`src/rtl/call_return_ctrl.sv`:
```
// Call/return sequencer: pushes return addresses, redirects the PC and traps
// on stack overflow/underflow. All outputs decode from registered state.
module call_return_ctrl #(
  parameter int W     = 12,
  parameter int DEPTH = 8
) (
  input  logic         clk,
  input  logic         rst_n,
  input  logic         call_req,
  input  logic         ret_req,
  input  logic [W-1:0] pc_plus1,
  input  logic [W-1:0] call_target,
  input  logic         stack_overflow,
  input  logic [W-1:0] stack_pop_data,
  output logic         push_sig,
  output logic         pop_sig,
  output logic [W-1:0] push_data,
  output logic         pc_load,
  output logic [W-1:0] pc_next,
  output logic         stall,
  output logic         trap_overflow,
  output logic         trap_underflow,
  output logic [3:0]   depth
);

  typedef enum logic [2:0] {
    IDLE,
    PUSH,
    JUMP,
    POP,
    RET_LOAD,
    TRAP
  } state_t;

  localparam logic [3:0] DEPTH_MAX = 4'(DEPTH);

  state_t       state, state_nxt;
  logic [W-1:0] ret_addr, tgt_addr;
  logic [3:0]   depth_q;
  logic         ovf_q, unf_q;
  logic         latch_en, set_ovf, set_unf;

  always_comb begin
    state_nxt = state;
    latch_en  = 1'b0;
    set_ovf   = 1'b0;
    set_unf   = 1'b0;
    unique case (state)
      IDLE: begin
        if (call_req) begin
          if (depth_q < DEPTH_MAX) begin
            state_nxt = PUSH;
            latch_en  = 1'b1;
          end else begin
            state_nxt = TRAP;
            set_ovf   = 1'b1;
          end
        end else if (ret_req) begin
          if (depth_q != '0) begin
            state_nxt = POP;
          end else begin
            state_nxt = TRAP;
            set_unf   = 1'b1;
          end
        end
      end
      PUSH:     state_nxt = JUMP;
      JUMP:     state_nxt = IDLE;
      POP:      state_nxt = RET_LOAD;
      RET_LOAD: state_nxt = IDLE;
      TRAP:     state_nxt = TRAP;
      default:  state_nxt = IDLE;
    endcase
    // An overflow from the stack overrides whatever the sequencer was doing
    if (stack_overflow) begin
      state_nxt = TRAP;
      set_ovf   = 1'b1;
      latch_en  = 1'b0;
    end
  end

  always_ff @(posedge clk or negedge rst_n) begin
    if (!rst_n) begin
      state    <= IDLE;
      ret_addr <= '0;
      tgt_addr <= '0;
      depth_q  <= '0;
      ovf_q    <= 1'b0;
      unf_q    <= 1'b0;
    end else begin
      state <= state_nxt;
      if (latch_en) begin
        ret_addr <= pc_plus1;
        tgt_addr <= call_target;
      end
      // The strobe was issued this cycle, so the count follows it on exit
      if (state == PUSH && depth_q < DEPTH_MAX) depth_q <= depth_q + 4'd1;
      if (state == POP && depth_q != '0)        depth_q <= depth_q - 4'd1;
      if (set_ovf) ovf_q <= 1'b1;
      if (set_unf) unf_q <= 1'b1;
    end
  end

  always_comb begin
    push_sig       = (state == PUSH);
    pop_sig        = (state == POP);
    push_data      = push_sig ? ret_addr : '0;
    pc_load        = (state == JUMP) || (state == RET_LOAD);
    pc_next        = '0;
    if (state == JUMP)     pc_next = tgt_addr;
    if (state == RET_LOAD) pc_next = stack_pop_data;
    stall          = (state != IDLE);
    trap_overflow  = ovf_q;
    trap_underflow = unf_q;
    depth          = depth_q;
  end

endmodule

```
`config.mk`:
```
export PLATFORM = sky130hd
export DESIGN_NAME = call_return_ctrl
export DESIGN_NICKNAME = d
export VERILOG_FILES = /design/src/rtl/call_return_ctrl.sv
export SDC_FILE = /design/constraint.sdc
export NUM_CORES = 1
export LEC_CHECK = 0
export CAP_MARGIN = 5
export CORE_MARGIN = 2
export CORE_UTILIZATION = 42
export CTS_CLUSTER_DIAMETER = 150
export DETAILED_ROUTE_END_ITERATION = 8
export PLACE_DENSITY = 0.79
export SYNTH_ARGS = -nofsm -noshare
export SYNTH_HDL_FRONTEND = slang
export SYNTH_SLANG_ARGS = --single-unit
```
`constraint.sdc`:
```
create_clock -name clk -period 2.1 [get_ports clk]
set_input_delay 0.315 -clock clk [delete_from_list [all_inputs] [get_ports clk]]
set_output_delay 0.315 -clock clk [all_outputs]
set_load 0.05 [all_outputs]
```
-- Yosys cells after proc, flatten, opt, wreduce, memory -nomap -nowiden
Index checks and enable logic that the tools add are counted.
- reduce and logical (&&, ||, !) cells: 7
- mux-type cells: 23
- equality and inequality tests: 6
- $add $sub $neg: 2
- order comparisons: 1
- operator list (kind ; number):
    $mux W12 ; 3
    $mux W3 ; 5
    $mux W1 ; 12
    $pmux W3 S4 ; 1
    $mux W4 ; 2
    $eq A3 B2 Y1 const B ; 2
    $eq A3 B3 Y1 const B ; 2
    $add A4 B1 Y4 const B ; 1
    $lt A4 B4 Y1 const B ; 1
    $ne A4 B4 Y1 const B ; 1
    $reduce_bool A4 Y1 ; 1
    $sub A4 B1 Y4 const B ; 1
    $eq A3 B1 Y1 const B ; 1
    $logic_not A3 Y1 ; 1
    $reduce_bool A3 Y1 ; 1
    $logic_and A1 B1 Y1 ; 2
    $reduce_bool A2 Y1 ; 1
    $logic_or A1 B1 Y1 ; 1
- output and inout bits: 34
- word-level logic and storage cells: 45
- input bits: 41
- register bits after elaboration: 33

-- Longest topological paths before layout
Gate-level depths: netlist of run 1.
- depth in word-level cells: 6
- depth in mapped cells: 9
- depth with buffers taken out: 7

-- Worst setup path after synthesis of run 1
Ideal clock, no wire load.
- kind: register -> output
- start point: reg state[0]
- end point: out push_data[10]
- data required time: 1785 ps
- cell stages (with the launch flop): 5
- arrival: 1891 ps
- path slack: -106 ps
- cells stage by stage: dfrtp_1 > buf_4 > nor3b_2 > clkbuf_1 > and2_1
- longest elaborated chain between the ends: 2
- RTL lines (what ; line ; text):
    start, declared ; 37 ; state_t state, state_nxt;
    start signal, assigned ; 91 ; state <= state_nxt;
    $eq A3 B1 Y1 ; 105 ; push_sig = (state == PUSH);
    via push_sig ; 15 ; output logic push_sig,
    $mux W12 ; 107 ; push_data = push_sig ? ret_addr : '0;
    end, declared ; 17 ; output logic [W-1:0] push_data,
The timed path passes the listed nets, and every way through them passes these cells.

-- Worst setup path in the final report of run 1
- start point: reg state[1]
- end point: out pc_load
- longest elaborated chain between the ends: 2
- RTL lines (what ; line ; text):
    $eq A3 B2 Y1 / $eq A3 B3 Y1 (equally long branches) ; 108 ; pc_load = (state == JUMP) || (state == RET_LOAD);
    $logic_or A1 B1 Y1 (*) ; 108 ;
    end, declared ; 18 ; output logic pc_load,
Every way passes the cells marked *; elsewhere a longest branch is shown, timed or not.

==> flow_metrics.tcl, run 1 <==
set metrics [dict create \
    drt_iter0_drc 56 \
    fp.dieH_um 68.7 \
    drive_above_1_share 0.322 \
    drt_wl_total_mm 4.35 \
    clk_path_buf_depth 2 \
    start_kind "flop" \
    rr_worst_depth 7 \
    grt_usage 0.202 \
    drc 0 \
    nets 268 \
    yosysSeqAreaShare 0.469 \
    initial_core_util 0.437 \
    critical_path_class "reg2out" \
    finalHoldViolCount 0 \
    clock-sinks 33 \
    drtPass1Iterations 4 \
    ys_types 36 \
    report.final.slew_viol_count 0 \
    finalWorstSetupSlack_ns 0.122 \
    die-area_um2 4720 \
    yosys_most_used_dff "dfrtp_1" \
    cp-end-kind "output port" \
    reg2reg_slack_ns 0.22 \
    synth_area_um2 1760 \
    cts_resized 0 \
    synth-edff-count 0 \
    postCtsSetupRepairBufs 0 \
    htreeDepth 2 \
    place_hpwl_mm 3.20 \
    io_pins 75 \
    antenna_found_initial 0 \
    ant_nets 0 \
    setup_viol 0 \
    rsz0062_at_grt "no" \
    worst_pin_slew_ns 0.499 \
    cellPowerDensity_nw_per_um2 1050 \
    yosysMostFrequentCell "dfrtp_1" \
    num_antenna_cells 0 \
    insertion_delay_ns 0.28 \
    vias_per_cell 5.07 \
    coreArea_um2 4030 \
    root_buffer "clkbuf_8" \
    cts_buffers 5 \
    detail_route.wl_per_cell_um 15.7 \
    relSlewSlack 0.666 \
    power_mw 3.09 \
    synth_top_cell_area_share 0.469 \
    critPathArrivalTime_ns 1.66 \
    synthToLayoutAreaGrowth_pct 67.1 \
    fin_tns_setup_ns 0 \
    status "finished clean" \
    grt_max_degree 34 \
    skew_ns 0.00236 \
    gp_congestion 0.751 \
    max_cap_violations 0 \
    cts_tree "yes" \
    grt_pass1_vias 1381 \
    io_buffers 74 \
    row_count 23 \
    synth_seq_cells 33 \
    synthTopCellsByArea "dfrtp_1 47%, mux2_4 17%, a22oi_1 5.5%" \
    hp-class "in2async" \
    synth_nets 189 \
    p_leak_nw 1.33 \
    final_min_period_over_clock_period 0.942 \
    synthCells 147 \
    clk_pin_slew_ns 0.06 \
    syn_avg_cell_area_um2 12.0 \
    timing.rr.start "depth[0]" \
    grt_pass1_wl_mm 6.82 \
    vias 1404 \
    min_period_ns 1.98 \
    grt_overflow 0 \
    startpoint "state[1]" \
    die_x_um 68.7 \
    yosysWarnings 0 \
    async_flop_share 1.00 \
    synth_area_leader_cell "dfrtp_1" \
    cts_hold_buf 0 \
    synthTopCellsByCount "33 x dfrtp_1, 20 x mux2_4, 17 x nor2_1" \
    worstReg2RegEnd "depth[2]" \
    cp.required_ns 1.78 \
    cp_max_fo 13 \
    dpl_worst_slack_ns 0.251 \
    peakVddDrop_mv 0.709 \
    fmax_mhz 506 \
]
==> layout by cell type, fill, tap and decap left out, drive strengths merged, types with 2 or more instances in the layout <==
master | netlist | layout
a31oi | 3 | 3
buf | 7 | 36
clkdlybuf4s50 | 0 | 46
inv | 3 | 3
a21oi | 3 | 3
nand3 | 3 | 3
or2 | 2 | 2
nand2b | 2 | 2
mux2 | 25 | 25
o21ai | 4 | 4
clkbuf | 3 | 8
a22oi | 13 | 13
nor2 | 17 | 17
nor2b | 3 | 3
and2 | 13 | 13
dfrtp | 33 | 33
==> report_power, final <==
group | total (mW) | internal, mW | switching, mW
Combinational | 1.57 | 0.787 | 0.778
Clock | 0.454 | 0.235 | 0.219
Sequential | 1.07 | 0.868 | 0.199
==> worst max path at each step <==
stage,end,slack [ns]
2_1_floorplan,depth[2],0.01
3_3_place_gp,tgt_addr[6],0.31
3_5_place_dp,depth[2],0.25
4_1_cts,pc_load,0.02
5_1_grt,pc_load,0.03
6_report,pc_load,0.12
==> flip-flops by register name, indices dropped and copies added (netlist names) <==
| register | flops |
|---|---|
| trap_overflow | 1 |
| state | 3 |
| tgt_addr | 12 |
| ret_addr | 12 |
| trap_underflow | 1 |
| depth | 4 |
==> metal layers <==
layer	track usage	vias up	part of all wire
li1	-	675	-
met1	0.260	686	0.42
met4	0.0809	0	0.016
met5	0	-	0
met2	0.316	37	0.50
met3	0.0649	6	0.063
==> cell families after synthesis <==
group / share of synthesized area
AOI/OAI and AO/OA: 0.112
xor gates and xnor gates: 0.00498
adders and majority gates: 0.00711
buffers and inverters: 0.0413
DFF: 0.469
muxes: 0.203
and+or+nand+nor: 0.163
==> critical path, cell delays in order, from the launching register on <==
cell and delay [ns]:
dfrtp_2 0.47, nor2b_1 0.15, buf_4 0.18, or2_1 0.26, nor2b_1 0.16, buf_12 0.15
==> area by class of cell <==
type	instances	area, um2
clock buffer	8	80.1
fill	282	1090
inverter	3	11.3
multi-input combinational	101	861
sequential	33	832
tap	50	62.6
timing repair buffer	82	1090
==> metrics by stage <==
step | instances | util | cell area [um2] | hold WS [ns]
after floorplan | 147 | - | 1760 | 0.0194
after global routing | 277 | 0.730 | 2940 | 0.475
after CTS | 277 | 0.729 | 2940 | 0.443
final | 277 | 0.730 | 2940 | 0.433
after detailed placement | 269 | 0.709 | 2860 | 0.471
after global placement | 269 | 0.709 | 2860 | 0.439
(Power assumes the default switching activity.)
==> inputs of run 2 (changes only) <==
- PLACE_DENSITY: 0.79 -> 0.81
==> run 2 against run 1 <==
  * Via count rose by 0.14%
  * Total power rose by 1.6%
  * Setup slack improved by 0.0095 ns
  * Sequential cell count did not move
  * Clock power rose by 14%
  * Combinational power barely moved
  * Clock skew barely moved
  * Critical path type unchanged
  * Largest cell class unchanged
  * Highest routed layer unchanged
==> flow_metrics.tcl, run 2 (synthesis results as in run 1) <==
set metrics [dict create \
    status "finished clean" \
    drtPass1Iterations 4 \
    intPower_mw 1.95 \
    vias 1406 \
    skew_ns 0.00282 \
    clock-sinks 33 \
    drc 0 \
    io_buffers 74 \
    fp.dieH_um 68.7 \
    grt_overflow 0 \
    postCtsSetupRepairBufs 0 \
    fin_cells 277 \
    layout_commonest_cell "clkdlybuf4s50_1" \
    place_inst 269 \
    power_mw 3.13 \
    setup_viol 0 \
    nets 268 \
    min_period_ns 1.97 \
    coreArea_um2 4030 \
    start_kind "flop" \
    ant_nets 0 \
    initial_core_util 0.437 \
    critical_path_class "reg2out" \
    gp_congestion 0.719 \
    p_clk_frac 0.166 \
    max_cap_violations 0 \
    final_min_period_over_clock_period 0.937 \
    htreeDepth 2 \
    cellPowerDensity_nw_per_um2 1060 \
    finalHoldViolCount 0 \
    grt_pass1_vias 1410 \
    place_hpwl_mm 3.07 \
    hp-class "in2async" \
    cp.required_ns 1.78 \
    grt_pass1_wl_mm 6.53 \
    p_comb_frac 0.496 \
    rr_worst_depth 7 \
    num_antenna_cells 0 \
    grt_usage 0.189 \
    final_cell_mix "46 x clkdlybuf4s50_1, 29 x dfrtp_1, 28 x buf_12" \
    io_pins 75 \
    worstReg2RegEnd "depth[2]" \
    cts_tree "yes" \
    p_leak_nw 1.34 \
    grt_max_degree 34 \
    die-area_um2 4720 \
    drt_wl_total_mm 4.21 \
    finalWorstSetupSlack_ns 0.132 \
    fin_tns_setup_ns 0 \
    clk_path_buf_depth 2 \
    cp_max_fo 13 \
    power.switching_mw 1.19 \
    die_x_um 68.7 \
    dpl_worst_slack_ns 0.182 \
    p_sw_frac 0.379 \
    clk_pin_slew_ns 0.07 \
    vias_per_cell 5.08 \
    drt_iter0_drc 68 \
    antenna_found_initial 0 \
    timing.rr.start "depth[0]" \
    cts_buffers 5 \
    power_frac_seq 0.338 \
    design_area_um2 2950 \
    synthToLayoutAreaGrowth_pct 67.6 \
    placed_area_um2 2840 \
    detail_route.wl_per_cell_um 15.2 \
    relSlewSlack 0.656 \
    report.final.slew_viol_count 0 \
    cp-end-kind "output port" \
    worst_pin_slew_ns 0.514 \
    root_buffer "clkbuf_8" \
    rsz0062_at_grt "no" \
    fmax_mhz 508 \
    reg2reg_slack_ns 0.26 \
    drive_above_1_share 0.330 \
    peakVddDrop_mv 0.609 \
    critPathArrivalTime_ns 1.65 \
    row_count 23 \
    insertion_delay_ns 0.28 \
]
==> run 2: cell count changes in the layout (fill, tap and decap cells not counted), sizes merged <==
cell	change
clkinv	+1
clkbuf	-1
==> run 2: metrics by stage <==
| stage | utilization | hold WS (ns) |
|---|---|---|
| global placement | 0.706 | 0.444 |
| CTS | 0.731 | 0.459 |
| finish | 0.732 | 0.450 |
| floorplan | - | 0.0194 |
| global route | 0.732 | 0.487 |
| detailed placement | 0.706 | 0.449 |
==> run 2: area by class of cell <==
cell class,count,area (um2)
Clock inverter,1,5.00
Inverter,3,11.3
Sequential cell,33,831
Multi-Input combinational cell,101,861
Clock buffer,7,96.3
Fill cell,286,1080
Tap cell,50,62.6
Timing Repair Buffer,82,1080
==> run 2: worst max-delay path, stage by stage, from the launching register on <==
cell and delay, ns:
dfrtp_2 0.47, nor2b_1 0.15, buf_4 0.18, or2_1 0.25, nor2b_1 0.16, buf_12 0.15
==> run 2: power by group through the flow <==
stage	combinational (mW)	sequential (mW)	clock [mW]
after global routing	1.65	1.09	0.555
after floorplan	0.834	1.14	0
after CTS	1.57	1.06	0.530
final	1.56	1.06	0.519
after detailed placement	1.57	1.06	0
after global placement	1.53	1.05	0
==> run 2: how the worst max path moves through the flow <==
stage / start / to / cells after the start
after global placement: stack_overflow / tgt_addr[8] / 5
after CTS: state[2] / pc_load / 5
final: state[1] / pc_load / 5
after floorplan: depth[2] / depth[2] / 8
after detailed placement: stack_overflow / tgt_addr[9] / 5
after global routing: state[2] / pc_load / 5
==> run 2: routing by layer <==
layer | GRT usage | part of all wire | vias up
li1 | - | - | 675
met1 | 0.215 | 0.41 | 677
met2 | 0.328 | 0.50 | 49
met3 | 0.0682 | 0.084 | 5
met4 | 0.0662 | 0.010 | 0
met5 | 0 | 0 | -
==> run 2: what timing repair did <==
item	CTS	global route
endpoints found under the hold margin	0	0
hold buffers	0	0
setup endpoints to repair	0	1
gates resized for setup	0	2
==> inputs of run 3 (changes only) <==
- SKIP_CTS_REPAIR_TIMING: not set -> 1
==> results of run 3 <==
The final DEF is identical to that of run 2; final timing and power are the same.
